===== src/rtl/pad_input_debounce_pkg.sv =====
// Shared definitions for the pad input debounce path.
//   - db_state_e : implicit per-bit filter state (STABLE when the counter is
//                  idle, CHECKING while a differing level is being qualified)
//   - cnt_width  : counter width that can represent 0..DEBOUNCE_CYCLES
package pad_input_debounce_pkg;

    typedef enum logic {
        DB_STABLE   = 1'b0,
        DB_CHECKING = 1'b1
    } db_state_e;

    // Width of the consecutive-sample counter; never narrower than one bit.
    function automatic int unsigned cnt_width(input int unsigned cycles);
        int unsigned w;
        w = (cycles < 1) ? 1 : $clog2(cycles + 1);
        if (w < 1) begin
            w = 1;
        end
        return w;
    endfunction

endpackage


===== src/rtl/pad_debounce_bit.sv =====
// Single-bit pad receive path: synchroniser chain, consecutive-sample
// debounce counter, registered level, one-cycle edge strobes and a sticky
// change flag.
//   i_clk     : system clock
//   i_rst_n   : asynchronous active-low reset
//   i_pad     : raw pad level, asynchronous to i_clk
//   i_clear   : clears o_changed (a same-edge change still sets it)
//   o_level   : debounced level
//   o_rise    : one-cycle pulse when o_level goes 0->1
//   o_fall    : one-cycle pulse when o_level goes 1->0
//   o_changed : sticky, set on any o_level change
module pad_debounce_bit
    import pad_input_debounce_pkg::*;
#(
    parameter int unsigned SYNC_STAGES     = 2,
    parameter int unsigned DEBOUNCE_CYCLES = 16,
    parameter logic        RESET_BIT       = 1'b0
) (
    input  logic i_clk,
    input  logic i_rst_n,
    input  logic i_pad,
    input  logic i_clear,
    output logic o_level,
    output logic o_rise,
    output logic o_fall,
    output logic o_changed
);

    localparam int unsigned      CNT_W    = cnt_width(DEBOUNCE_CYCLES);
    localparam logic [CNT_W-1:0] CNT_LAST = CNT_W'(DEBOUNCE_CYCLES - 1);

    logic [SYNC_STAGES-1:0] sync_q, sync_d;
    logic [CNT_W-1:0]       cnt_q, cnt_d;
    logic                   level_q, level_d;
    logic                   rise_q, rise_d;
    logic                   fall_q, fall_d;
    logic                   changed_q, changed_d;

    logic      sample_c;
    logic      differ_c;
    logic      accept_c;
    db_state_e state_c;

    // Synchroniser shift: pad enters at bit 0, the filter reads the top bit.
    always_comb begin
        sync_d = {sync_q[SYNC_STAGES-2:0], i_pad};
    end

    assign sample_c = sync_q[SYNC_STAGES-1];
    assign differ_c = sample_c ^ level_q;

    // Debounce filter, edge strobes and sticky flag.
    always_comb begin
        cnt_d     = cnt_q;
        level_d   = level_q;
        rise_d    = 1'b0;
        fall_d    = 1'b0;
        changed_d = changed_q;
        accept_c  = 1'b0;
        state_c   = (cnt_q == '0) ? DB_STABLE : DB_CHECKING;

        case (state_c)
            DB_STABLE: begin
                if (differ_c) begin
                    // With a single-cycle filter the first differing sample is accepted.
                    if (cnt_q >= CNT_LAST) begin
                        accept_c = 1'b1;
                    end else begin
                        cnt_d = CNT_W'(1);
                    end
                end
            end
            DB_CHECKING: begin
                if (!differ_c) begin
                    // A matching sample is a glitch: restart qualification.
                    cnt_d = '0;
                end else if (cnt_q >= CNT_LAST) begin
                    accept_c = 1'b1;
                end else begin
                    cnt_d = cnt_q + CNT_W'(1);
                end
            end
            default: begin
                cnt_d = '0;
            end
        endcase

        if (accept_c) begin
            level_d = sample_c;
            cnt_d   = '0;
            rise_d  = sample_c;
            fall_d  = ~sample_c;
        end

        // Set takes priority over clear so a change on the clearing edge is kept.
        if (i_clear) begin
            changed_d = 1'b0;
        end
        if (accept_c) begin
            changed_d = 1'b1;
        end
    end

    always_ff @(posedge i_clk or negedge i_rst_n) begin
        if (!i_rst_n) begin
            sync_q    <= {SYNC_STAGES{RESET_BIT}};
            cnt_q     <= '0;
            level_q   <= RESET_BIT;
            rise_q    <= 1'b0;
            fall_q    <= 1'b0;
            changed_q <= 1'b0;
        end else begin
            sync_q    <= sync_d;
            cnt_q     <= cnt_d;
            level_q   <= level_d;
            rise_q    <= rise_d;
            fall_q    <= fall_d;
            changed_q <= changed_d;
        end
    end

    assign o_level   = level_q;
    assign o_rise    = rise_q;
    assign o_fall    = fall_q;
    assign o_changed = changed_q;

endmodule


===== src/rtl/pad_input_debounce.sv =====
// Pad-to-core receive path for WIDTH general-purpose inputs. Each bit is
// synchronised into i_clk and debounced independently.
//   i_clk     : system clock
//   i_rst_n   : asynchronous active-low reset
//   i_pad     : raw pad levels (WIDTH)
//   i_clear   : per-bit clear of o_changed (WIDTH)
//   o_level   : debounced levels (WIDTH)
//   o_rise    : per-bit one-cycle rising-edge strobe (WIDTH)
//   o_fall    : per-bit one-cycle falling-edge strobe (WIDTH)
//   o_changed : per-bit sticky change flag (WIDTH)
module pad_input_debounce
    import pad_input_debounce_pkg::*;
#(
    parameter int unsigned      WIDTH           = 1,
    parameter int unsigned      SYNC_STAGES     = 2,
    parameter int unsigned      DEBOUNCE_CYCLES = 16,
    parameter logic [WIDTH-1:0] RESET_LEVEL     = '0
) (
    input  logic             i_clk,
    input  logic             i_rst_n,
    input  logic [WIDTH-1:0] i_pad,
    input  logic [WIDTH-1:0] i_clear,
    output logic [WIDTH-1:0] o_level,
    output logic [WIDTH-1:0] o_rise,
    output logic [WIDTH-1:0] o_fall,
    output logic [WIDTH-1:0] o_changed
);

    // One independent filter per input bit.
    for (genvar i = 0; i < WIDTH; i++) begin : g_bit
        pad_debounce_bit #(
            .SYNC_STAGES    (SYNC_STAGES),
            .DEBOUNCE_CYCLES(DEBOUNCE_CYCLES),
            .RESET_BIT      (RESET_LEVEL[i])
        ) u_bit (
            .i_clk    (i_clk),
            .i_rst_n  (i_rst_n),
            .i_pad    (i_pad[i]),
            .i_clear  (i_clear[i]),
            .o_level  (o_level[i]),
            .o_rise   (o_rise[i]),
            .o_fall   (o_fall[i]),
            .o_changed(o_changed[i])
        );
    end

endmodule


===== config.mk =====
export PLATFORM = sky130hd
export DESIGN_NAME = pad_input_debounce
export DESIGN_NICKNAME = d
export VERILOG_FILES = /design/src/rtl/pad_input_debounce_pkg.sv /design/src/rtl/pad_debounce_bit.sv /design/src/rtl/pad_input_debounce.sv
export SDC_FILE = /design/constraint.sdc
export NUM_CORES = 1
export LEC_CHECK = 0
export ABC_AREA = 1
export CAP_MARGIN = 40
export CELL_PAD_IN_SITES_DETAIL_PLACEMENT = 0
export CELL_PAD_IN_SITES_GLOBAL_PLACEMENT = 1
export CORE_MARGIN = 8
export CORE_UTILIZATION = 39
export DETAILED_ROUTE_END_ITERATION = 16
export HOLD_SLACK_MARGIN = 0.05
export PLACE_DENSITY_LB_ADDON = 0.1
export SYNTH_ARGS = -nofsm -noshare
export SYNTH_HDL_FRONTEND = slang
export SYNTH_SLANG_ARGS = --single-unit

===== constraint.sdc =====
create_clock -name i_clk -period 2.1 [get_ports i_clk]
set_input_delay 0.42 -clock i_clk [delete_from_list [all_inputs] [get_ports i_clk]]
set_output_delay 0.42 -clock i_clk [all_outputs]
set_load 0.01 [all_outputs]

==> results of run 1 <==
## state kept, by name, indices dropped and copies added (netlist names)
| name | cells |
|---|---|
| g_bit.u_bit.o_rise | 1 |
| g_bit.u_bit.o_changed | 1 |
| g_bit.u_bit.o_level | 1 |
| g_bit.u_bit.sync_q | 2 |
| g_bit.u_bit.cnt_q | 5 |
| g_bit.u_bit.o_fall | 1 |
## where the power goes
| group | internal [mW] | switching (mW) | total (mW) |
|---|---|---|---|
| combinational | 0.0540 | 0.0777 | 0.132 |
| clock | 0.0734 | 0.0681 | 0.141 |
| sequential | 0.234 | 0.0293 | 0.264 |
| total | 0.362 | 0.175 | 0.537 |
## final timing paths
check,endpoint,slack (ps),cells after the start
worst max register to register,g_bit[0].u_bit.cnt_q[1]$_DFFE_PN0P_,580,9
max in group asynchronous,g_bit[0].u_bit.cnt_q[1]$_DFFE_PN0P_,1280,1
worst min-delay path,g_bit[0].u_bit.sync_q[1]$_DFF_PN0_,350,0
worst min register to register,g_bit[0].u_bit.sync_q[1]$_DFF_PN0_,350,0
min in group asynchronous,g_bit[0].u_bit.cnt_q[4]$_DFFE_PN0P_,490,1
worst max-delay path,o_level,470,1
## cell type report
type                    count  area [um^2]  share of cell area
clock buffers               4         26.3              0.0409
repair buffers              7         70.1               0.109
multi-input cells          41          208               0.323
inverters                  12         45.0              0.0700
flip-flops and latches     11          275               0.428
well taps                  15         18.8              0.0292
## layer usage
metal | global-route usage | up-vias
met3 | 0.0369 | 2
met2 | 0.107 | 12
li1 | - | 216
met5 | 0 | -
met1 | 0.131 | 181
met4 | 0.0517 | 0
## cells by family after synthesis
| kind of cell | share of synthesized area |
|---|---|
| AO/OA/AOI/OAI | 0.00947 |
| buffers and inverters | 0.0853 |
| XOR/XNOR | 0.0166 |
| flip-flops | 0.521 |
| adder cells (fa/ha/maj) | 0.0711 |
| AND/OR/NAND/NOR | 0.296 |
## stage by stage
step | setup WS [ps] | power (mW)
after floorplan | 741 | 0.364
after global routing | 388 | 0.588
after global placement | 580 | 0.398
final | 466 | 0.537
after detailed placement | 569 | 0.400
after CTS | 452 | 0.546
## layout by cell type, fill, tap and decap left out
master                             n
sky130_fd_sc_hd__nand2_1          14
sky130_fd_sc_hd__inv_1            12
sky130_fd_sc_hd__dfrtp_1          11
sky130_fd_sc_hd__nor2_1           10
sky130_fd_sc_hd__clkdlybuf4s50_1   7
sky130_fd_sc_hd__nand3_1           6
sky130_fd_sc_hd__nand2_2           3
sky130_fd_sc_hd__ha_1              3
sky130_fd_sc_hd__clkbuf_4          3
sky130_fd_sc_hd__nand4_1           1
sky130_fd_sc_hd__nor2_2            1
sky130_fd_sc_hd__xor2_1            1
sky130_fd_sc_hd__nor3_1            1
sky130_fd_sc_hd__o21ai_0           1
sky130_fd_sc_hd__clkbuf_1          1
==> impl_metrics.sql, run 1 <==
INSERT INTO impl_metrics (metric_group, metric, value, unit) VALUES
('synthesis', 'syn_area', '528', 'um^2'),
('cts', 'quantity_of_gates_resized_following_cts', '0', ''),
('run', 'max_cap_violations', '0', ''),
('routing', 'routed_via_density', '4.57', ''),
('setup_path', 'critical_path_peak_fanout', '4', ''),
('floorplanning', 'top_level_ports', '8', ''),
('setup_path', 'crit_path_start', 'g_bit[0].u_bit.o_level$_DFFE_PN0N_', ''),
('cells_and_area', 'num_antenna_cells', '0', ''),
('cts', 'clk_root_buffer_cell', 'sky130_fd_sc_hd__clkbuf_4', ''),
('synthesis', 'synth_async_sr_flop_share', '1.00', ''),
('setup_path', 'cp_class', 'reg -> out', ''),
('cells_and_area', 'post_layout_nonfiller_instances', '90', ''),
('synthesis', 'synth_sequential_area_ratio', '0.521', ''),
('sta', 'grt_setup_unrepaired', 'no', ''),
('setup_path', 'timing.rr.start', 'g_bit[0].u_bit.cnt_q[0]$_DFFE_PN0P_', ''),
('synthesis', 'postSynthAreaPerCell', '8.25', 'um^2'),
('cts', 'postCtsSetupRepairBufs', '0', ''),
('cts', 'hold_buf_count_cts', '0', ''),
('cts', 'clock_sink_count', '11', ''),
('sta', 'worst_slew_pin_slew', '491', 'ps'),
('routing', 'routed-wl-met2', '410', 'um'),
('sta', 'maxSlewViolCount', '0', ''),
('synthesis', 'synth_top_cells_by_area', 'sky130_fd_sc_hd__dfrtp_1 (52%), sky130_fd_sc_hd__nand2_1 (10%), sky130_fd_sc_hd__inv_1 (8.5%), sky130_fd_sc_hd__ha_1 (7.1%), sky130_fd_sc_hd__nor2_1 (7.1%)', ''),
('sta', 'setup_tns', '0', 'ps'),
('setup_path', 'worst_path_dominant_cell_family', 'buffers and inverters', ''),
('setup_path', 'worstPathArrival', '1210', 'ps'),
('cells_and_area', 'drive_gt1_frac', '0.0933', ''),
('routing', 'routed-wl-met3', '66', 'um'),
('cts', 'worstSkewPairLatency', '260', 'ps'),
('cts', 'cts_buffer_count', '3', ''),
('sta', 'clock_period_minus_worst_slack', '1630', 'ps'),
('routing', 'drt-wirelength-per-cell', '10.9', 'um'),
('sta', 'period_share', '0.778', ''),
('place', 'post_dp_hpwl', '750', 'um'),
('floorplanning', 'fp.dieW', '52.8', 'um'),
('grt', 'grtUsageTotal', '0.0911', ''),
('grt', 'grt_max_degree', '12', ''),
('floorplanning', 'dieHeight', '52.8', 'um'),
('place', 'dpl_cell_area', '617', 'um^2'),
('synthesis', 'yosysMostFrequentCell', 'sky130_fd_sc_hd__nand2_1', ''),
('outcome', 'run_status', 'finished, final reports clean', ''),
('routing', 'highest-signal-layer', 'met4', ''),
('synthesis', 'yosys-top-cells-count', 'sky130_fd_sc_hd__nand2_1 (14), sky130_fd_sc_hd__inv_1 (12), sky130_fd_sc_hd__dfrtp_1 (11)', ''),
('routing', 'drt_pass1_iterations', '4', ''),
('routing', 'remaining_drc_errors', '0', ''),
('sta', 'finalHoldViolCount', '0', ''),
('sta', 'clock_skew', '3.57', 'ps'),
('routing', 'detail_route.wirelength', '985', 'um'),
('floorplanning', 'die_area', '0.00279', 'mm^2'),
('synthesis', 'synth_edf_count', '0', ''),
('cts', 'cts_buffer_depth', '2', ''),
('floorplanning', 'placeableCoreArea', '0.00128', 'mm^2'),
('grt', 'first_global_vias', '407', ''),
('grt', 'antenna_found_initial', '0', ''),
('sta', 'max-slew-margin-rel', '0.671', ''),
('cells_and_area', 'filler_cell_count', '128', ''),
('routing', 'drt-initial-drc-count', '13', ''),
('sta', 'fmaxAchievable', '0.612', 'GHz'),
('synthesis', 'mappedNetlistNets', '71', ''),
('power_and_ir_drop', 'leakagePower', '0.358', 'nW'),
('worst_hold_path', 'worst_hold_startpoint', 'g_bit[0].u_bit.sync_q[0]$_DFF_PN0_', ''),
('routing', 'route.layer.met1.wl', '500', 'um'),
('setup_path', 'critical_path.cell_chain', 'clkdlybuf4s50_1', ''),
('setup_path', 'worst_setup_path_end_kind', 'output port', ''),
('cts', 'cts.reportedPaths.clkPinSlew', '70', 'ps'),
('cells_and_area', 'utilization', '0.500', ''),
('sta', 'finalSetupViolCount', '0', ''),
('cells_and_area', 'nets', '83', ''),
('routing', 'ant_nets', '0', ''),
('place', 'dp_cells', '86', ''),
('routing', 'vias_post_dr', '411', '');
Note: power is estimated with default switching activity, not from simulation.
==> run 2: changes to the inputs <==
- CORE_UTILIZATION: 39 -> 33
- clock period: 2.1 -> 1.3 ns (I/O delays scaled with it)
==> impl_metrics.sql, run 2 (same netlist as run 1, synthesis figures left out) <==
INSERT INTO impl_metrics (metric_group, metric, value, unit) VALUES
('outcome', 'run_status', 'finished with violations', ''),
('outcome', 'violations', 'setup timing', ''),
('sta', 'maxSlewViolCount', '0', ''),
('sta', 'timing.final.ws_setup', '-37.5', 'ps'),
('floorplanning', 'fp.dieW', '56', 'um'),
('floorplanning', 'top_level_ports', '8', ''),
('cts', 'clk_root_buffer_cell', 'sky130_fd_sc_hd__clkbuf_4', ''),
('worst_hold_path', 'hold_path_class', 'in -> async', ''),
('cells_and_area', 'regMostFlops', 'g_bit.u_bit.cnt_q', ''),
('cts', 'cts_buffer_depth', '2', ''),
('power_and_ir_drop', 'power.density', '1270', 'mW/mm^2'),
('setup_path', 'critical_path.cell_chain', 'ha_2, nand2_2, nor2_4, ha_4, nor2_4, nand2_4, nand2_4, inv_2, nor2_2', ''),
('routing', 'drt_pass1_iterations', '4', ''),
('grt', 'grt_max_degree', '12', ''),
('place', 'portBuffers', '7', ''),
('cts', 'cts_tree', 'done', ''),
('setup_path', 'slowest_delay', '400', 'ps'),
('sta', 'setup_tns', '-135', 'ps'),
('sta', 'finalSetupViolCount', '7', ''),
('cts', 'htree_num_levels', '1', ''),
('cells_and_area', 'flow.area_growth_from_synthesis', '42.4', '%'),
('cells_and_area', 'mostFrequentLayoutCells', 'sky130_fd_sc_hd__nand2_1 (13), sky130_fd_sc_hd__dfrtp_1 (11), sky130_fd_sc_hd__inv_1 (9)', ''),
('place', 'dp_cells', '94', ''),
('grt', 'grtUsageTotal', '0.0810', ''),
('routing', 'vias_post_dr', '442', ''),
('setup_path', 'critPathLaunchType', 'flop', ''),
('setup_path', 'timing.critical_path.buf_inv', '1', ''),
('place', 'post_dp_hpwl', '897', 'um'),
('routing', 'drt-wirelength-per-cell', '11.8', 'um'),
('sta', 'finalHoldViolCount', '0', ''),
('sta', 'finalHoldWorstSlack', '276', 'ps'),
('cells_and_area', 'post_layout_nonfiller_instances', '98', ''),
('routing', 'detail_route.wirelength', '1160', 'um'),
('cells_and_area', 'largestRegisters', 'g_bit.u_bit.cnt_q (5), g_bit.u_bit.sync_q (2)', ''),
('sta', 'clock_period_minus_worst_slack', '1340', 'ps'),
('floorplanning', 'placeableCoreArea', '0.00151', 'mm^2'),
('sta', 'fmaxAchievable', '0.748', 'GHz'),
('grt', 'antenna_found_initial', '0', ''),
('cts', 'worstSkewPairLatency', '270', 'ps'),
('routing', 'ant_nets', '0', ''),
('cts', 'cts.reportedPaths.clkPinSlew', '70', 'ps'),
('sta', 'grt_setup_unrepaired', 'yes', ''),
('grt', 'overflow', '0', ''),
('setup_path', 'critical_path_peak_fanout', '4', ''),
('setup_path', 'cpMaxStageDelayCell', 'sky130_fd_sc_hd__dfrtp_1', ''),
('cts', 'clock_sink_count', '11', ''),
('floorplanning', 'placement_rows', '14', ''),
('routing', 'drt-initial-drc-count', '9', ''),
('sta', 'period_share', '1.03', ''),
('power_and_ir_drop', 'max-vdd-ir-drop', '0.000716', 'V'),
('cts', 'postCtsSetupRepairBufs', '0', ''),
('cells_and_area', 'largest_register_ff_count', '5', ''),
('routing', 'routed_via_density', '4.51', ''),
('setup_path', 'worstPathArrival', '1550', 'ps'),
('sta', 'clock_skew', '2.67', 'ps'),
('cts', 'cts_buffer_count', '3', ''),
('setup_path', 'worst_path_dominant_cell_family', 'simple AND/OR/NAND/NOR gates', ''),
('cells_and_area', 'num_antenna_cells', '0', ''),
('floorplanning', 'die_area', '0.00314', 'mm^2'),
('place', 'gp_congestion', '0.743', ''),
('grt', 'first_pass_grt_wire_length', '1990', 'um'),
('setup_path', 'worst_setup_path_end_kind', 'flop', ''),
('sta', 'worst_slew_pin_slew', '203', 'ps'),
('sta', 'max-slew-margin-rel', '0.865', ''),
('setup_path', 'cp_class', 'reg -> reg', ''),
('floorplanning', 'starting_density', '0.350', ''),
('cells_and_area', 'drive_gt1_frac', '0.317', ''),
('setup_path', 'worst_ep_required_time', '1510', 'ps'),
('cells_and_area', 'nets', '90', ''),
('cells_and_area', 'most_frequent_standard_cell_in_the_layout_excluding_fill_and_tap_cells', 'sky130_fd_sc_hd__nand2_1', ''),
('floorplanning', 'dieHeight', '56', 'um'),
('place', 'dp_worst_setup_slack', '-116', 'ps'),
('run', 'max_cap_violations', '0', ''),
('power_and_ir_drop', 'leakagePower', '0.422', 'nW'),
('routing', 'remaining_drc_errors', '0', ''),
('grt', 'first_global_vias', '455', '');
## run 2: final cells by class
class                      instances  area [um^2]
clock buffer                       4         26.3
fill                             149          754
inverter                          12         45.0
multi-input combinational         41          268
sequential                        11          275
tap                               16         20.0
timing repair buffer              14          118
## run 2: worst paths after layout
path | startpoint | to | slack [ps] | cells after the start
max in group asynchronous | i_rst_n | g_bit[0].u_bit.sync_q[0]$_DFF_PN0_ | 880 | 2
min in group i_clk | g_bit[0].u_bit.sync_q[0]$_DFF_PN0_ | g_bit[0].u_bit.sync_q[1]$_DFF_PN0_ | 360 | 0
setup / recovery | g_bit[0].u_bit.cnt_q[1]$_DFFE_PN0P_ | g_bit[0].u_bit.cnt_q[2]$_DFFE_PN0P_ | -40 | 9
hold / removal | i_rst_n | g_bit[0].u_bit.cnt_q[1]$_DFFE_PN0P_ | 280 | 2
hold reg to reg | g_bit[0].u_bit.sync_q[0]$_DFF_PN0_ | g_bit[0].u_bit.sync_q[1]$_DFF_PN0_ | 360 | 0
setup reg to reg | g_bit[0].u_bit.cnt_q[1]$_DFFE_PN0P_ | g_bit[0].u_bit.cnt_q[2]$_DFFE_PN0P_ | -40 | 9
## run 2: repair_timing
action                     in CTS  in global routing
hold buffers                    0                  0
pin swaps                       8                  2
setup endpoints to repair      13                  9
gates cloned                    0                  0
gates resized for setup        12                  7
## run 2: worst register-to-register path: stages (launching register included)
cell and delay (ps):
sky130_fd_sc_hd__dfrtp_1 400, sky130_fd_sc_hd__ha_2 190, sky130_fd_sc_hd__nand2_2 80, sky130_fd_sc_hd__nor2_4 40, sky130_fd_sc_hd__ha_4 160, sky130_fd_sc_hd__nor2_4 120, sky130_fd_sc_hd__nand2_4 90, sky130_fd_sc_hd__nand2_4 70
sky130_fd_sc_hd__inv_2 40, sky130_fd_sc_hd__nor2_2 90
## run 2: power by group
group | leakage, nW | total, mW | switching [mW] | internal, mW
registers | 0.146 | 0.400 | 0.0215 | 0.379
clock network | 0.0150 | 0.237 | 0.118 | 0.119
logic | 0.261 | 0.319 | 0.175 | 0.143
total | 0.422 | 0.956 | 0.315 | 0.641
## run 2: metrics by stage
stage	cell area, um^2	total power [mW]	utilization
after global placement	678	0.719	0.450
final	752	0.956	0.499
after CTS	724	0.961	0.481
after floorplan	536	0.589	-
after global routing	752	1.04	0.499
after detailed placement	678	0.717	0.450
## run 2: metal layers
layer  global-route usage  up-vias  part of all wire
met3               0.0251        2             0.036
met2                0.119        7              0.43
met4               0.0619        0             0.012
met5                    0        -                 0
met1               0.0949      204              0.52
li1                     -      229                 -
==> run 3: changes to the inputs <==
- CORE_UTILIZATION: 33 -> 32
- SYNTH_HIERARCHICAL: unset -> 1
==> impl_metrics.sql, run 3 <==
INSERT INTO impl_metrics (metric_group, metric, value, unit) VALUES
('outcome', 'run_status', 'finished with violations', ''),
('outcome', 'violations', 'setup timing', ''),
('setup_path', 'worstPathArrival', '1540', 'ps'),
('floorplanning', 'placeableCoreArea', '0.00152', 'mm^2'),
('sta', 'grt_setup_unrepaired', 'yes', ''),
('cells_and_area', 'mostFrequentLayoutCells', 'sky130_fd_sc_hd__nand2_1 (13), sky130_fd_sc_hd__inv_1 (11), sky130_fd_sc_hd__dfrtp_1 (11)', ''),
('setup_path', 'reg2reg_depth', '9', ''),
('synthesis', 'synth_top_cells_by_area', 'sky130_fd_sc_hd__dfrtp_1 (53%), sky130_fd_sc_hd__nand2_1 (11%), sky130_fd_sc_hd__inv_1 (8.6%), sky130_fd_sc_hd__ha_1 (7.2%), sky130_fd_sc_hd__nor2_1 (7.2%)', ''),
('setup_path', 'rrSetupSlack', '-30', 'ps'),
('place', 'dp_cells', '92', ''),
('cells_and_area', 'drive_gt1_frac', '0.296', ''),
('run', 'max_cap_violations', '0', ''),
('cts', 'cts_buffer_depth', '2', ''),
('sta', 'setup_tns', '-125', 'ps'),
('synthesis', 'yosysMostFrequentCell', 'sky130_fd_sc_hd__nand2_1', ''),
('sta', 'finalHoldWorstSlack', '277', 'ps'),
('routing', 'drt-initial-drc-count', '7', ''),
('sta', 'maxSlewViolCount', '0', ''),
('setup_path', 'critical_path_peak_fanout', '5', ''),
('grt', 'overflow', '0', ''),
('synthesis', 'synth_edf_count', '0', ''),
('routing', 'routed_via_density', '4.46', ''),
('cells_and_area', 'most_frequent_standard_cell_in_the_layout_excluding_fill_and_tap_cells', 'sky130_fd_sc_hd__nand2_1', ''),
('power_and_ir_drop', 'max-vdd-ir-drop', '0.000567', 'V'),
('cts', 'cts_buffer_count', '3', ''),
('cells_and_area', 'regMostFlops', 'g_bit.u_bit/cnt_q', ''),
('setup_path', 'regToRegEndpoint', 'g_bit[0].u_bit/cnt_q[0]$_DFFE_PN0P_', ''),
('synthesis', 'mappedNetlistNets', '71', ''),
('power_and_ir_drop', 'leakagePower', '0.414', 'nW'),
('sta', 'worst_slew_pin_slew', '175', 'ps'),
('grt', 'grtUsageTotal', '0.0756', ''),
('synthesis', 'synth_sequential_area_ratio', '0.526', ''),
('setup_path', 'timing.rr.start', 'g_bit[0].u_bit/cnt_q[0]$_DFFE_PN0P_', ''),
('sta', 'clock_period_minus_worst_slack', '1330', 'ps'),
('place', 'gp_congestion', '0.713', ''),
('cells_and_area', 'nets', '89', ''),
('setup_path', 'cp_class', 'reg -> reg', ''),
('routing', 'remaining_drc_errors', '0', ''),
('grt', 'first_global_vias', '460', ''),
('setup_path', 'worst_setup_path_end_kind', 'flop', ''),
('grt', 'first_pass_grt_wire_length', '1910', 'um'),
('floorplanning', 'die_area', '0.00318', 'mm^2'),
('cts', 'cts.reportedPaths.clkPinSlew', '70', 'ps'),
('setup_path', 'worst_ep_required_time', '1500', 'ps'),
('power_and_ir_drop', 'power.total', '924', 'uW'),
('grt', 'grt_max_degree', '12', ''),
('synthesis', 'yosys_register_bits', '11', ''),
('cells_and_area', 'post_layout_nonfiller_instances', '97', ''),
('synthesis', 'ys_types', '11', ''),
('routing', 'drt_pass1_iterations', '3', ''),
('routing', 'drt-wirelength-per-cell', '10.6', 'um'),
('synthesis', 'yosysTopAreaCellShare', '0.526', ''),
('floorplanning', 'starting_density', '0.343', ''),
('synthesis', 'postSynthAreaPerCell', '8.17', 'um^2'),
('sta', 'finalHoldViolCount', '0', ''),
('synthesis', 'synth_area_leader_cell', 'sky130_fd_sc_hd__dfrtp_1', ''),
('cells_and_area', 'largestRegisters', 'g_bit.u_bit/cnt_q (5), g_bit.u_bit/sync_q (2)', ''),
('cells_and_area', 'num_antenna_cells', '0', ''),
('routing', 'vias_post_dr', '433', ''),
('floorplanning', 'dieHeight', '56.4', 'um'),
('power_and_ir_drop', 'power.density', '1270', 'mW/mm^2'),
('routing', 'ant_nets', '0', ''),
('setup_path', 'critPathLaunchType', 'flop', ''),
('cts', 'hold_buf_count_cts', '0', ''),
('floorplanning', 'top_level_ports', '8', ''),
('synthesis', 'main_flop_type_after_synthesis', 'sky130_fd_sc_hd__dfrtp_1', ''),
('routing', 'detail_route.wirelength', '1030', 'um'),
('worst_hold_path', 'hold_path_class', 'in -> async', ''),
('grt', 'antenna_found_initial', '0', ''),
('sta', 'clock_skew', '1.01', 'ps'),
('synthesis', 'synth_async_sr_flop_share', '1.00', ''),
('cts', 'htree_num_levels', '1', ''),
('floorplanning', 'fp.dieW', '56.4', 'um'),
('cts', 'worstSkewPairLatency', '270', 'ps'),
('synthesis', 'syn_area', '523', 'um^2'),
('sta', 'period_share', '1.03', ''),
('sta', 'fmaxAchievable', '0.750', 'GHz'),
('place', 'dp_worst_setup_slack', '-110', 'ps'),
('synthesis', 'yosysWarningCount', '6', ''),
('place', 'post_dp_hpwl', '806', 'um'),
('cells_and_area', 'largest_register_ff_count', '5', ''),
('synthesis', 'syn_inst', '64', ''),
('floorplanning', 'placement_rows', '14', ''),
('cells_and_area', 'flow.area_growth_from_synthesis', '38.8', '%'),
('sta', 'finalSetupViolCount', '7', ''),
('sta', 'max-slew-margin-rel', '0.883', ''),
('synthesis', 'yosys-top-cells-count', 'sky130_fd_sc_hd__nand2_1 (15), sky130_fd_sc_hd__inv_1 (12), sky130_fd_sc_hd__dfrtp_1 (11)', ''),
('cts', 'cts_tree', 'done', ''),
('place', 'portBuffers', '7', ''),
('sta', 'timing.final.ws_setup', '-33.2', 'ps'),
('cts', 'clock_sink_count', '11', ''),
('cts', 'clk_root_buffer_cell', 'sky130_fd_sc_hd__clkbuf_4', '');
==> run 3: how the worst max path moves through the flow <==
stage               depth (start not counted)                           startpoint                                    to
detailed placement                          8  g_bit[0].u_bit/cnt_q[1]$_DFFE_PN0P_  g_bit[0].u_bit/o_changed$_DFFE_PN0P_
floorplan                                   8  g_bit[0].u_bit/cnt_q[1]$_DFFE_PN0P_  g_bit[0].u_bit/o_changed$_DFFE_PN0P_
global route                                9  g_bit[0].u_bit/cnt_q[0]$_DFFE_PN0P_   g_bit[0].u_bit/cnt_q[0]$_DFFE_PN0P_
finish                                      9  g_bit[0].u_bit/cnt_q[0]$_DFFE_PN0P_   g_bit[0].u_bit/cnt_q[0]$_DFFE_PN0P_
global placement                            8  g_bit[0].u_bit/cnt_q[1]$_DFFE_PN0P_  g_bit[0].u_bit/o_changed$_DFFE_PN0P_
CTS                                         9  g_bit[0].u_bit/cnt_q[0]$_DFFE_PN0P_   g_bit[0].u_bit/cnt_q[0]$_DFFE_PN0P_
==> run 3: repair_timing <==
action | CTS | global route
setup endpoints to repair | 13 | 9
gates cloned | 0 | 0
buffers inserted | 0 | 1
resized for setup | 13 | 2
pin swaps | 4 | 1
==> run 3: cell type report <==
cell class	count	area (um^2)
Inverter	12	45.0
Timing Repair Buffer	13	110
Multi-Input combinational cell	41	249
Clock buffer	4	26.3
Sequential cell	11	275
Tap cell	16	20.0
Fill cell	159	798
==> run 3: metal layers <==
metal | global-route usage | vias to the layer above | part of all wire
li1 | - | 226 | -
met1 | 0.0821 | 198 | 0.45
met4 | 0.0619 | 0 | 0.028
met5 | 0 | - | 0
met2 | 0.119 | 5 | 0.50
met3 | 0.0202 | 4 | 0.026
==> run 3: worst max-delay path, cell delays in order, from the launching register on <==
cell and delay [ps]:
sky130_fd_sc_hd__dfrtp_1 390, sky130_fd_sc_hd__ha_2 200, sky130_fd_sc_hd__nand2_2 70, sky130_fd_sc_hd__nor2_2 30, sky130_fd_sc_hd__ha_2 180, sky130_fd_sc_hd__nor2_4 120
sky130_fd_sc_hd__nand2_4 90, sky130_fd_sc_hd__nand2_4 90, sky130_fd_sc_hd__inv_1 40, sky130_fd_sc_hd__nor2_1 70
==> run 3: where the power goes <==
group	internal, mW	total, mW	switching (mW)
clock network	0.119	0.230	0.111
logic	0.137	0.294	0.157
registers	0.379	0.401	0.0214
total	0.635	0.924	0.290
==> run 3: kinds of logic after synthesis <==
logic type      count (synthesis)  synth area share
flops                          11             0.526
simple gates                   37             0.306
compound gates                  1           0.00956
buf+inv                        12            0.0861
fa+ha+maj                       3            0.0718
==> run 3: metrics by stage <==
| stage | utilization | cell area, um^2 |
|---|---|---|
| global route | 0.476 | 726 |
| finish | 0.476 | 726 |
| floorplan | - | 531 |
| CTS | 0.470 | 716 |
| global placement | 0.432 | 658 |
| detailed placement | 0.432 | 658 |
